[config.mk]
export PLATFORM = sky130hd
export DESIGN_NAME = mem_access_unit
export DESIGN_NICKNAME = d
export VERILOG_FILES = /design/src/rtl/mem_access_unit_pkg.sv /design/src/rtl/mem_access_unit_wait_timer.sv /design/src/rtl/mem_access_unit.sv
export SDC_FILE = /design/constraint.sdc
export NUM_CORES = 1
export LEC_CHECK = 0
export BUFFER_PORTS_ARGS = -buffer_cell sky130_fd_sc_hd__buf_2
export CORE_ASPECT_RATIO = 1.75
export CORE_UTILIZATION = 25
export CTS_BUF_LIST = sky130_fd_sc_hd__clkbuf_16
export DETAILED_ROUTE_END_ITERATION = 8
export PLACE_DENSITY_LB_ADDON = 0.15
export SETUP_SLACK_MARGIN = 0.15
export SLEW_MARGIN = 30
export SYNTH_ARGS = -nofsm -noshare
export SYNTH_HDL_FRONTEND = slang
export SYNTH_SLANG_ARGS = --single-unit
export TNS_END_PERCENT = 20
[constraint.sdc]
create_clock -name clk -period 6.7 [get_ports clk]
set_input_delay 0.67 -clock clk [delete_from_list [all_inputs] [get_ports clk]]
set_output_delay 0.67 -clock clk [all_outputs]
set_load 0.01 [all_outputs]
[src/rtl/mem_access_unit_pkg.sv]
// -----------------------------------------------------------------------------
// mem_access_unit_pkg
// Shared definitions for the MEM stage of the 16-bit, 5-stage pipeline:
// opcode constants (also used by the MEM control decode), default widths,
// the MEM sequencer state encoding and a small opcode classification helper.
// Ports: none (package).
// -----------------------------------------------------------------------------
package mem_access_unit_pkg;

  localparam int DEF_DATA_W = 16;
  localparam int DEF_REG_W  = 3;

  localparam logic [4:0] OP_HALT = 5'b00000;
  localparam logic [4:0] OP_ST   = 5'b10000;
  localparam logic [4:0] OP_LD   = 5'b10001;
  localparam logic [4:0] OP_STU  = 5'b10011;

  typedef enum logic {
    ST_IDLE = 1'b0,
    ST_BUSY = 1'b1
  } mau_state_e;

  function automatic logic is_mem_op(input logic [4:0] op);
    return (op == OP_LD) || (op == OP_ST) || (op == OP_STU);
  endfunction

endpackage

[src/rtl/mem_access_unit_wait_timer.sv]
// -----------------------------------------------------------------------------
// mem_wait_timer
// Counts cycles spent waiting on the data memory and flags the cycle that is
// the MAX_WAIT-th waiting cycle.
// Ports:
//   clk        system clock
//   rst_n      synchronous active-low reset
//   i_clr      clear the count (request issue cycle)
//   i_en       count this cycle (memory access in flight)
//   o_at_limit current cycle is the MAX_WAIT-th counted cycle
// -----------------------------------------------------------------------------
module mem_wait_timer #(
  parameter int MAX_WAIT = 15
) (
  input  logic clk,
  input  logic rst_n,
  input  logic i_clr,
  input  logic i_en,
  output logic o_at_limit
);

  localparam int         CNT_W = 8;
  // Count starts at 0 in the first waiting cycle, so the MAX_WAIT-th waiting
  // cycle sees MAX_WAIT-1.
  localparam logic [CNT_W-1:0] LIMIT = CNT_W'(MAX_WAIT - 1);

  logic [CNT_W-1:0] r_count;

  always_ff @(posedge clk) begin
    if (!rst_n) begin
      r_count <= '0;
    end else if (i_clr) begin
      r_count <= '0;
    end else if (i_en) begin
      r_count <= r_count + CNT_W'(1);
    end
  end

  assign o_at_limit = (r_count == LIMIT);

endmodule

[src/rtl/mem_access_unit.sv]
// -----------------------------------------------------------------------------
// mem_access_unit
// MEM stage of the 16-bit pipeline. Decodes LD/ST/STU from the EX/MEM
// register, issues a one-cycle request to a multi-cycle data memory, stalls
// upstream while the access is in flight, times out a memory that never
// answers, and drives the MEM/WB pipeline register.
//
// Build option: define MEM_ALIGN_CHECK_EN to reject memory ops whose address
// bit 0 is set (no request, retire without write, pulse err_align).
//
// Ports:
//   clk, rst_n                   clock, synchronous active-low reset
//   in_valid/in_opcode/...       EX/MEM register contents
//   stall_out                    hold EX/MEM upstream
//   mem_en/mem_wr/mem_addr/
//   mem_wdata                    memory request (mem_en is a 1-cycle strobe)
//   mem_rdata/mem_done           memory response
//   wb_valid/wb_data/wb_wr_en/
//   wb_reg/wb_halt               MEM/WB register
//   err_timeout                  1-cycle pulse when the memory timed out
//   err_align (option)           1-cycle pulse on a misaligned memory op
// -----------------------------------------------------------------------------
module mem_access_unit
  import mem_access_unit_pkg::*;
#(
  parameter int DATA_W   = DEF_DATA_W,
  parameter int REG_W    = DEF_REG_W,
  parameter int MAX_WAIT = 15
) (
  input  logic              clk,
  input  logic              rst_n,
  input  logic              in_valid,
  input  logic [4:0]        in_opcode,
  input  logic [DATA_W-1:0] in_alu_result,
  input  logic [DATA_W-1:0] in_store_data,
  input  logic              in_wr_en,
  input  logic [REG_W-1:0]  in_wr_reg,
  output logic              stall_out,
  output logic              mem_en,
  output logic              mem_wr,
  output logic [DATA_W-1:0] mem_addr,
  output logic [DATA_W-1:0] mem_wdata,
  input  logic [DATA_W-1:0] mem_rdata,
  input  logic              mem_done,
  output logic              wb_valid,
  output logic [DATA_W-1:0] wb_data,
  output logic              wb_wr_en,
  output logic [REG_W-1:0]  wb_reg,
  output logic              wb_halt,
  output logic              err_timeout
`ifdef MEM_ALIGN_CHECK_EN
  ,
  output logic              err_align
`endif
);

  mau_state_e r_state;
  mau_state_e w_next_state;

  logic w_is_st, w_is_stu, w_is_ld, w_is_mem, w_is_halt;
  logic w_misalign, w_issue, w_done, w_timeout, w_at_limit, w_idle;

  // Request captured at issue; held while the access is in flight.
  logic [DATA_W-1:0] r_addr;
  logic [DATA_W-1:0] r_wdata;
  logic              r_wr;
  logic              r_is_ld;
  logic              r_is_st;
  logic              r_wr_en;
  logic [REG_W-1:0]  r_wr_reg;

  assign w_is_ld   = (in_opcode == OP_LD);
  assign w_is_st   = (in_opcode == OP_ST);
  assign w_is_stu  = (in_opcode == OP_STU);
  assign w_is_mem  = is_mem_op(in_opcode);
  assign w_is_halt = (in_opcode == OP_HALT);
  assign w_idle    = (r_state == ST_IDLE);

`ifdef MEM_ALIGN_CHECK_EN
  assign w_misalign = in_alu_result[0];
`else
  assign w_misalign = 1'b0;
`endif

  assign w_issue   = w_idle & in_valid & w_is_mem & ~w_misalign;
  assign w_done    = (r_state == ST_BUSY) & mem_done;
  // mem_done takes priority over a timeout in the same cycle.
  assign w_timeout = (r_state == ST_BUSY) & ~mem_done & w_at_limit;

  mem_wait_timer #(
    .MAX_WAIT (MAX_WAIT)
  ) u_wait_timer (
    .clk        (clk),
    .rst_n      (rst_n),
    .i_clr      (w_issue),
    .i_en       (r_state == ST_BUSY),
    .o_at_limit (w_at_limit)
  );

  always_ff @(posedge clk) begin
    if (!rst_n) begin
      r_state <= ST_IDLE;
    end else begin
      r_state <= w_next_state;
    end
  end

  always_comb begin
    w_next_state = r_state;
    case (r_state)
      ST_IDLE: if (w_issue)              w_next_state = ST_BUSY;
      ST_BUSY: if (w_done || w_timeout)  w_next_state = ST_IDLE;
      default:                           w_next_state = ST_IDLE;
    endcase
  end

  // Request and stall outputs are forced low while reset is asserted, even
  // if the state register has not yet been cleared by the reset edge.
  always_comb begin
    mem_en    = 1'b0;
    mem_wr    = 1'b0;
    stall_out = 1'b0;
    mem_addr  = r_addr;
    mem_wdata = r_wdata;
    if (w_idle) begin
      mem_addr  = in_alu_result;
      mem_wdata = in_store_data;
      mem_en    = rst_n & w_issue;
      mem_wr    = rst_n & w_issue & (w_is_st | w_is_stu);
      stall_out = rst_n & w_issue;
    end else begin
      mem_wr    = rst_n & r_wr;
      stall_out = rst_n & ~mem_done & ~w_at_limit;
    end
  end

  always_ff @(posedge clk) begin
    if (w_issue) begin
      r_addr   <= in_alu_result;
      r_wdata  <= in_store_data;
      r_wr     <= w_is_st | w_is_stu;
      r_is_ld  <= w_is_ld;
      r_is_st  <= w_is_st;
      r_wr_en  <= in_wr_en;
      r_wr_reg <= in_wr_reg;
    end
  end

  always_ff @(posedge clk) begin
    if (!rst_n) begin
      wb_valid    <= 1'b0;
      wb_data     <= '0;
      wb_wr_en    <= 1'b0;
      wb_reg      <= '0;
      wb_halt     <= 1'b0;
      err_timeout <= 1'b0;
`ifdef MEM_ALIGN_CHECK_EN
      err_align   <= 1'b0;
`endif
    end else begin
      err_timeout <= w_timeout;
`ifdef MEM_ALIGN_CHECK_EN
      err_align   <= w_idle & in_valid & w_is_mem & w_misalign;
`endif
      if (w_idle) begin
        // Non-memory ops retire here; a misaligned memory op retires with no
        // write; an issued memory op leaves a bubble until it completes.
        wb_valid <= in_valid & ~w_issue;
        wb_data  <= in_alu_result;
        wb_wr_en <= in_valid & ~w_is_mem & in_wr_en;
        wb_reg   <= in_wr_reg;
        wb_halt  <= in_valid & w_is_halt;
      end else begin
        wb_halt <= 1'b0;
        wb_reg  <= r_wr_reg;
        if (w_done) begin
          wb_valid <= 1'b1;
          wb_data  <= r_is_ld ? mem_rdata : r_addr;
          wb_wr_en <= r_wr_en & ~r_is_st;
        end else if (w_timeout) begin
          wb_valid <= 1'b1;
          wb_data  <= r_addr;
          wb_wr_en <= 1'b0;
        end else begin
          wb_valid <= 1'b0;
          wb_wr_en <= 1'b0;
        end
      end
    end
  end

endmodule
After elaboration in Yosys (flattened, before gate mapping)
Index checks and enable logic that the tools add are counted.
W data, S select, Z words.
- word-level logic and storage cells: 68
- output and inout port bits: 58
- register bits: 71
- reduce and logical (&&, ||, !) cells: 6
- eq/ne operators: 5
- bitwise operators: 23
- add/subtract/negate cells: 1
- multiplexer cells: 18
- operators by type and width (kind ; count):
    $mux W16 ; 6
    $and A1 B1 Y1 ; 15
    $eq A5 B5 Y1 const B ; 3
    $mux W1 ; 10
    $add A8 B1 Y8 const B ; 1
    $eq A8 B4 Y1 const B ; 1
    $not A1 Y1 ; 7
    $logic_not A5 Y1 ; 1
    $reduce_or A2 Y1 ; 2
    $logic_or A1 B1 Y1 ; 3
    $mux W3 ; 1
    $ne A3 B1 Y1 const B ; 1
    $pmux W1 S2 ; 1
    $or A1 B1 Y1 ; 1

Depth between registers and ports, before layout
Gate-level depths: netlist (run 1).
- depth in word-level cells: 7
- mapped depth: 7

Modules after synthesis
A second synthesis (run 1) with hierarchy kept.
- cells, all modules: 285
- area total of the unflattened synthesis: 3176.8 µm²
- modules (own cells, without submodules) (module ; cells each ; seq. area each (µm²) ; instances ; area an instance (µm²)):
    mem_access_unit ; 243 ; 1651.6 ; 1 ; 2798.9
    mem_wait_timer ; 42 ; 160.2 ; 1 ; 377.9

Least setup slack after synthesis (run 1)
Ideal clock, no wire load.
- path type: input-to-output
- from: input port in_opcode[3]
- to: output port stall_out
- path slack: 1596 ps
- data arrival time: 4434 ps
- path buffers: 1
- cell stages on the path: 4
- cells stage by stage: or3b_1 -> buf_6 -> nor3_1 -> o21a_1
- cells in the longest elaborated chain, start to end: 6
- ends and longest elaborated chain (what ; RTL line ; text):
    start: declaration ; mem_access_unit.sv:33 ; input logic [4:0] in_opcode,
    $eq A5 B5 Y1 ; mem_access_unit_pkg.sv:24 ; return (op == OP_LD) || (op == OP_ST) || (op == OP_STU);
    $logic_or A1 B1 Y1 ; mem_access_unit_pkg.sv:24 ;
    $logic_or A1 B1 Y1 (*) ; mem_access_unit_pkg.sv:24 ;
    $and A1 B1 Y1 (*) ; mem_access_unit.sv:85 ; assign w_issue = w_idle & in_valid & w_is_mem & ~w_misalign;
    via u_wait_timer.i_clr ; mem_access_unit_wait_timer.sv:17 ; input logic i_clr,
    $and A1 B1 Y1 (*) ; mem_access_unit.sv:130 ; stall_out = rst_n & w_issue;
    $mux W1 (*) ; mem_access_unit.sv:125 ; if (w_idle) begin
    end: declaration ; mem_access_unit.sv:38 ; output logic stall_out,
Mark *: on every way through the listed nets, which the timed path passes. The rest lies on a longest branch.

Worst setup path in the final report (run 1)
- from: register r_state
- to: output port stall_out
- cells in the longest elaborated chain, start to end: 5
- ends and longest elaborated chain (what ; RTL line ; text):
    start: declaration ; mem_access_unit.sv:57 ; mau_state_e r_state;
    start signal: assignment ; mem_access_unit.sv:104 ; r_state <= w_next_state;
    $not A1 Y1 ; - ;
    $and A1 B1 Y1 (2 in a row) ; mem_access_unit.sv:85 ;
    $and A1 B1 Y1 ; mem_access_unit.sv:130 ;
    $mux W1 (*) ; mem_access_unit.sv:125 ;
Every way passes the cells marked *; elsewhere a longest branch is shown, timed or not.

==> reports/results.ini, run 1 <==
[placement]
place_congestion = 0.7409
dp_hpwl_um = 6373
portBuffers = 118
placed_area_mm2 = 0.004043
place_inst = 541

[setup_path]
crit_type = reg2out
crit_family = flip-flops
slowest_stage = dfxtp_4
cp-end-kind = output pin
crit_required_ns = 6.03
crit_chain = nand2b_1 -> a21oi_4 -> o21a_1 -> buf_2
crit_fanout = 81
crit_buf_inv = 1
crit_path_max_incr_delay_ns = 0.97
arrival_ns = 2.59
startpoint_type = flop

[sta]
final_max_slew_viol_count = 0
fmax_ghz = 0.3071
period_needed_ns = 3.256
maxSlewHeadroom_pct = 37.71
worst_slew_pin_slew_ns = 0.9344
finalClockSkew_ns = 0.008074
rsz0062_at_grt = false
setup_viol = 0
finalCritPeriodShare_pct = 48.60
tns_ns = 0
finalHoldViolCount = 0

[logic_synthesis]
syn_nets = 335
synth_top_cells_by_area = edfxtp_1, dfxtp_1, mux2_2, mux2i_1, nand4b_1
synth_edf_count = 39
async_flop_share_pct = 0
synthFlopType = edfxtp_1
syn-cell-area_mm2 = 0.003307
synth.avg_cell_area_um2 = 12.16
yosys.area.top_type = edfxtp_1
ys_ff_latch = 71
seq_area_frac_synth_pct = 54.79
synth.distinct_cells = 33
netlist_instances = 272
synth_top_area_share_pct = 35.41
yosysWarnings = 0

[grt]
grt_pass1_vias = 2687
grt_max_degree = 82
grt_pass1_wl_um = 14250
grt_usage_pct = 13.97
antenna_found_initial = 0
grt.overflow.total = 0

[clocking]
cts_tree = yes
cts_setup_buffers = 0
cts_made_buffers = 9
cts_num_sinks = 71
htree_levels = 3
hold_buffers = 0
clk_latency_ns = 0.33
cts_buffer_depth = 2
cts_resized = 0
root_buffer = clkbuf_16
clk_pin_slew_ns = 0.06

[drt]
wl_per_cell_um = 16.20
postRouteAntennaNets = 0
drc = 0
drt_pass1_iterations = 5
via_count = 2525
vias_per_cell = 4.533
routed_wl_um = 9021
first_iter_violations = 103

[cells_and_area]
top_regs = r_addr: 16 flops, r_wdata: 16 flops, wb_data: 16 flops
final_common_cell = buf_2
insertedDiodeCount = 0
fin_nets = 444
drive_gt1_share_pct = 44.30
finalInstanceArea_mm2 = 0.004333
final_util_pct = 33.49
area_growth_pct = 31.03
fillCellCount = 1387
final_cell_mix = buf_2, edfxtp_1, mux2_2
instances_no_fill = 557

[floorplan]
die_area_mm2 = 0.01371
initial_utilization_pct = 25.56
die_w_um = 88.94
ios = 119
fp.coreArea_mm2 = 0.01294
row_count = 55
die_h_um = 154.1

[power_and_ir_drop]
powerDensity_mw_per_mm2 = 242.0
finalPower_uw = 1048
vdd_drop_max_mv = 0.1146
p_leak_uw = 0.001615

[job]
maxCapViolations = 0

[hold_path]
hold_path.class = reg2reg

[run_status]
status = complete, no violations

[per-stage QoR]
stage / setup WS (ns) / hold WS [ns]
finish: 3.444 / 0.4572
global route: 3.250 / 0.4867
CTS: 3.399 / 0.4634
detailed placement: 3.775 / 0.4565
global placement: 3.800 / 0.4452
floorplan: 1.596 / 0.4536
[per-layer routing]
metal  up-vias  GRT usage [%]  wire [um]
met5         -              0          0
met4         0          4.989        144
met2        61          25.24       5031
met3        10          2.469        298
met1      1212          16.04       3546
li1       1242              -          -
[worst paths after layout]
path | from | to | slack, ns | cells past startpoint
worst min-delay path | wb_data[2]$_SDFFE_PN0P_ | wb_data[2]$_SDFFE_PN0P_ | 0.46 | 2
worst max-delay path | r_state$_SDFF_PN0_ | stall_out | 3.44 | 4
worst max register to register | r_state$_SDFF_PN0_ | wb_data[9]$_SDFFE_PN0P_ | 4.39 | 3
worst min register to register | wb_data[2]$_SDFFE_PN0P_ | wb_data[2]$_SDFFE_PN0P_ | 0.46 | 2
[Yosys cell counts, types with 4 or more instances]
cell type   n
mux2_2     32
clkbuf_1   13
a21oi_1     6
nor3_1      6
nand4_1     4
buf_2       5
nor2_1      8
nand2_1    22
edfxtp_1   39
o211ai_1   17
nand4b_1   17
o21ai_0     4
mux2i_1    19
dfxtp_1    32
o21a_1     18
[area by class of cell]
class | instances | area (um^2) | share of cell area (%)
clock inverter | 7 | 65.06 | 1.502
tap | 171 | 214.0 | 4.938
multi-input combinational | 177 | 1404 | 32.40
sequential | 71 | 1815 | 41.90
timing repair buffer | 119 | 598.1 | 13.80
clock buffer | 9 | 225.2 | 5.198
inverter | 3 | 11.26 | 0.2599
[where the power goes]
part / leakage [uW] / internal, uW / switching (uW)
registers: 0.000624 / 471 / 8.66
clock network: 0.000146 / 285 / 183
logic: 0.000845 / 48.5 / 51.8
[worst register-to-register path, stage by stage (launching register included)]
cell and delay [ns]:
dfxtp_4 0.97, nand2b_1 0.25, a21oi_4 0.70, mux2i_1 0.30
[cells by family after synthesis]
family | count (synthesis) | share of synthesized area (%)
AO/OA/AOI/OAI | 49 | 10.86
XOR/XNOR | 4 | 1.060
adder cells (fa/ha/maj) | 2 | 0.7566
buffers and inverters | 24 | 3.254
flip-flops | 71 | 54.79
multiplexers | 51 | 16.65
AND/OR/NAND/NOR | 71 | 12.64
Note: power is estimated with default switching activity, not from simulation.
==> run 2, diff against run 1 <==
- clock period: 6.7 -> 2.8 ns (I/O delays scaled with it)
==> run 2 against run 1 <==
  * Utilization grew 0.18 points
  * Highest routed layer unchanged
  * Setup slack got worse by 2.8 ns
  * Cell area is 0.55% higher
  * Global-route usage rose by 0.25 points
  * Non-clock buffer count up 7
  * Clock power is 120% higher
  * Critical path depth shrank 1
  * Total power up 130%
  * Critical endpoint is now mem_wdata[6]
  * Cell count is 1.3% higher
  * First-iteration DRC count down 29%
==> reports/results.ini, run 2 (synthesis results as in run 1) <==
[grt]
grt_pass1_vias = 2551  ; was 2,687
grt.overflow.total = 0  ; unchanged
grt_max_degree = 37  ; was 82
grt_pass1_wl_um = 14150  ; was 14,250 um
antenna_found_initial = 0  ; unchanged
grt_usage_pct = 14.22  ; was 13.97%

[drt]
first_iter_violations = 73  ; was 103
via_count = 2531  ; was 2,525
wl_per_cell_um = 16.30  ; was 16.20 um
drt_pass1_iterations = 4  ; was 5
postRouteAntennaNets = 0  ; unchanged
vias_per_cell = 4.488  ; was 4.533
drc = 0  ; unchanged
routed_wl_um = 9191  ; was 9021 um

[setup_path]
arrival_ns = 1.85  ; was 2.59 ns
r2r-start = r_state$_SDFF_PN0_  ; unchanged
startpoint_type = flop  ; unchanged
cp-end-kind = output pin  ; unchanged
crit_start = r_state$_SDFF_PN0_  ; unchanged
crit_fanout = 36  ; was 81
crit_type = reg2out  ; unchanged
crit_required_ns = 2.52  ; was 6.03 ns

[sta]
fmax_ghz = 0.4691
rsz0062_at_grt = false  ; unchanged
period_needed_ns = 2.132
maxSlewHeadroom_pct = 52.94  ; was 37.71%
worst_slew_pin_slew_ns = 0.7044  ; was 0.9344 ns
final_max_slew_viol_count = 0  ; unchanged
tns_ns = 0  ; unchanged
finalCritPeriodShare_pct = 76.14
finalClockSkew_ns = 0.004219  ; was 0.008074 ns
setup_viol = 0  ; unchanged
finalHoldViolCount = 0  ; unchanged

[clocking]
cts_tree = yes  ; unchanged
htree_levels = 3  ; unchanged
root_buffer = clkbuf_16  ; unchanged
cts_buffer_depth = 2  ; unchanged
cts_made_buffers = 9  ; unchanged
cts_setup_buffers = 0  ; unchanged
cts_resized = 0  ; unchanged
cts_num_sinks = 71  ; unchanged
clk_latency_ns = 0.33  ; about the same
hold_buffers = 0  ; unchanged
clk_pin_slew_ns = 0.06  ; about the same

[cells_and_area]
drive_gt1_share_pct = 44.53  ; was 44.30%
finalInstanceArea_mm2 = 0.004357  ; was 0.004333 mm^2
top_regs = r_addr: 16 flops, r_wdata: 16 flops, wb_data: 16 flops  ; unchanged
multi_input_area_mm2 = 0.001410  ; was 0.001404 mm^2
seqCellArea_mm2 = 0.001815  ; unchanged
area_growth_pct = 31.74  ; was 31.03%
insertedDiodeCount = 0  ; unchanged
fin_nets = 451  ; was 444
final_common_cell = buf_2  ; unchanged
fillCellCount = 1387  ; unchanged
final_cell_mix = buf_2, edfxtp_1, mux2_2  ; unchanged

[floorplan]
die_area_mm2 = 0.01371  ; unchanged
fp.coreArea_mm2 = 0.01294  ; unchanged
initial_utilization_pct = 25.56  ; unchanged
ios = 119  ; unchanged
die_w_um = 88.94  ; unchanged
row_count = 55  ; unchanged
die_h_um = 154.1  ; unchanged

[power_and_ir_drop]
finalPower_uw = 2397  ; was 1048 uW
vdd_drop_max_mv = 0.2574  ; was 0.1146 mV
p_leak_uw = 0.001637  ; was 0.001615 uW
powerDensity_mw_per_mm2 = 550.3  ; was 242.0 mW/mm^2

[hold_path]
min-delay-start = in_opcode[4]  ; was wb_data[2]$_SDFFE_PN0P_
hold_path.class = in2reg  ; was reg2reg

[placement]
dp_hpwl_um = 6375  ; was 6373 um
portBuffers = 118  ; unchanged
place_congestion = 0.6946  ; was 0.7409
placed_area_mm2 = 0.004101  ; was 0.004043 mm^2

[run_status]
status = complete, no violations  ; unchanged

[job]
maxCapViolations = 0  ; unchanged

==> run 2: cell count changes in the layout (fill, tap and decap cells not counted) <==
cell,before,now
bufinv_16,1,0
nor3_4,0,1
clkinv_1,0,4
buf_4,1,8
clkinv_4,1,0
inv_1,4,3
clkinvlp_4,1,0
nor3_2,1,0
==> run 2: area by class of cell <==
type | count | area share, %
repair buffers | 126 | 14.93
clock inverters | 7 | 0.6893
well taps | 171 | 4.911
inverters | 3 | 0.2585
clock buffers | 9 | 5.169
multi-input cells | 177 | 32.37
flip-flops and latches | 71 | 41.67
==> run 2: metrics by stage <==
step | cells | util [%] | setup slack (ns) | hold slack, ns
6_report | 564 | 33.68 | 0.6681 | 0.1137
5_1_grt | 564 | 33.68 | 0.5069 | 0.09974
2_1_floorplan | 272 | - | 0.3619 | 0.3566
4_1_cts | 564 | 33.68 | 0.6263 | 0.1002
3_3_place_gp | 548 | 31.70 | 0.7085 | 0.4439
3_5_place_dp | 548 | 31.70 | 0.7090 | 0.4522
==> run 2: worst paths after layout <==
path                                                             end  slack (ns)  cells after the start
worst max-delay path                                    mem_wdata[6]        0.67                      3
worst min-delay path                              wb_halt$_SDFF_PP0_        0.11                      2
worst max register to register  u_wait_timer.r_count[5]$_SDFFE_PP0P_        0.94                      4
worst min register to register               wb_data[0]$_SDFFE_PN0P_        0.46                      2
==> run 2: critical path, stage by stage, from the launching register on <==
cell,delay [ns]
dfxtp_4,0.53
buf_4,0.43
mux2_2,0.40
buf_2,0.14
==> run 2: metal layers <==
layer  global-route usage (%)  wire length [um]  vias up
met5                        0                 0        -
met3                    3.382               378       12
li1                         -                 -     1268
met4                    6.349               183        0
met2                    24.91              4963       56
met1                    15.91              3666     1195
==> run 2: where the power goes <==
part | total (uW) | leakage, uW | internal [uW] | switching [uW]
Clock | 1010 | 0.000129 | 582 | 427
Sequential | 1140 | 0.000624 | 1130 | 14.1
Combinational | 247 | 0.000885 | 118 | 129
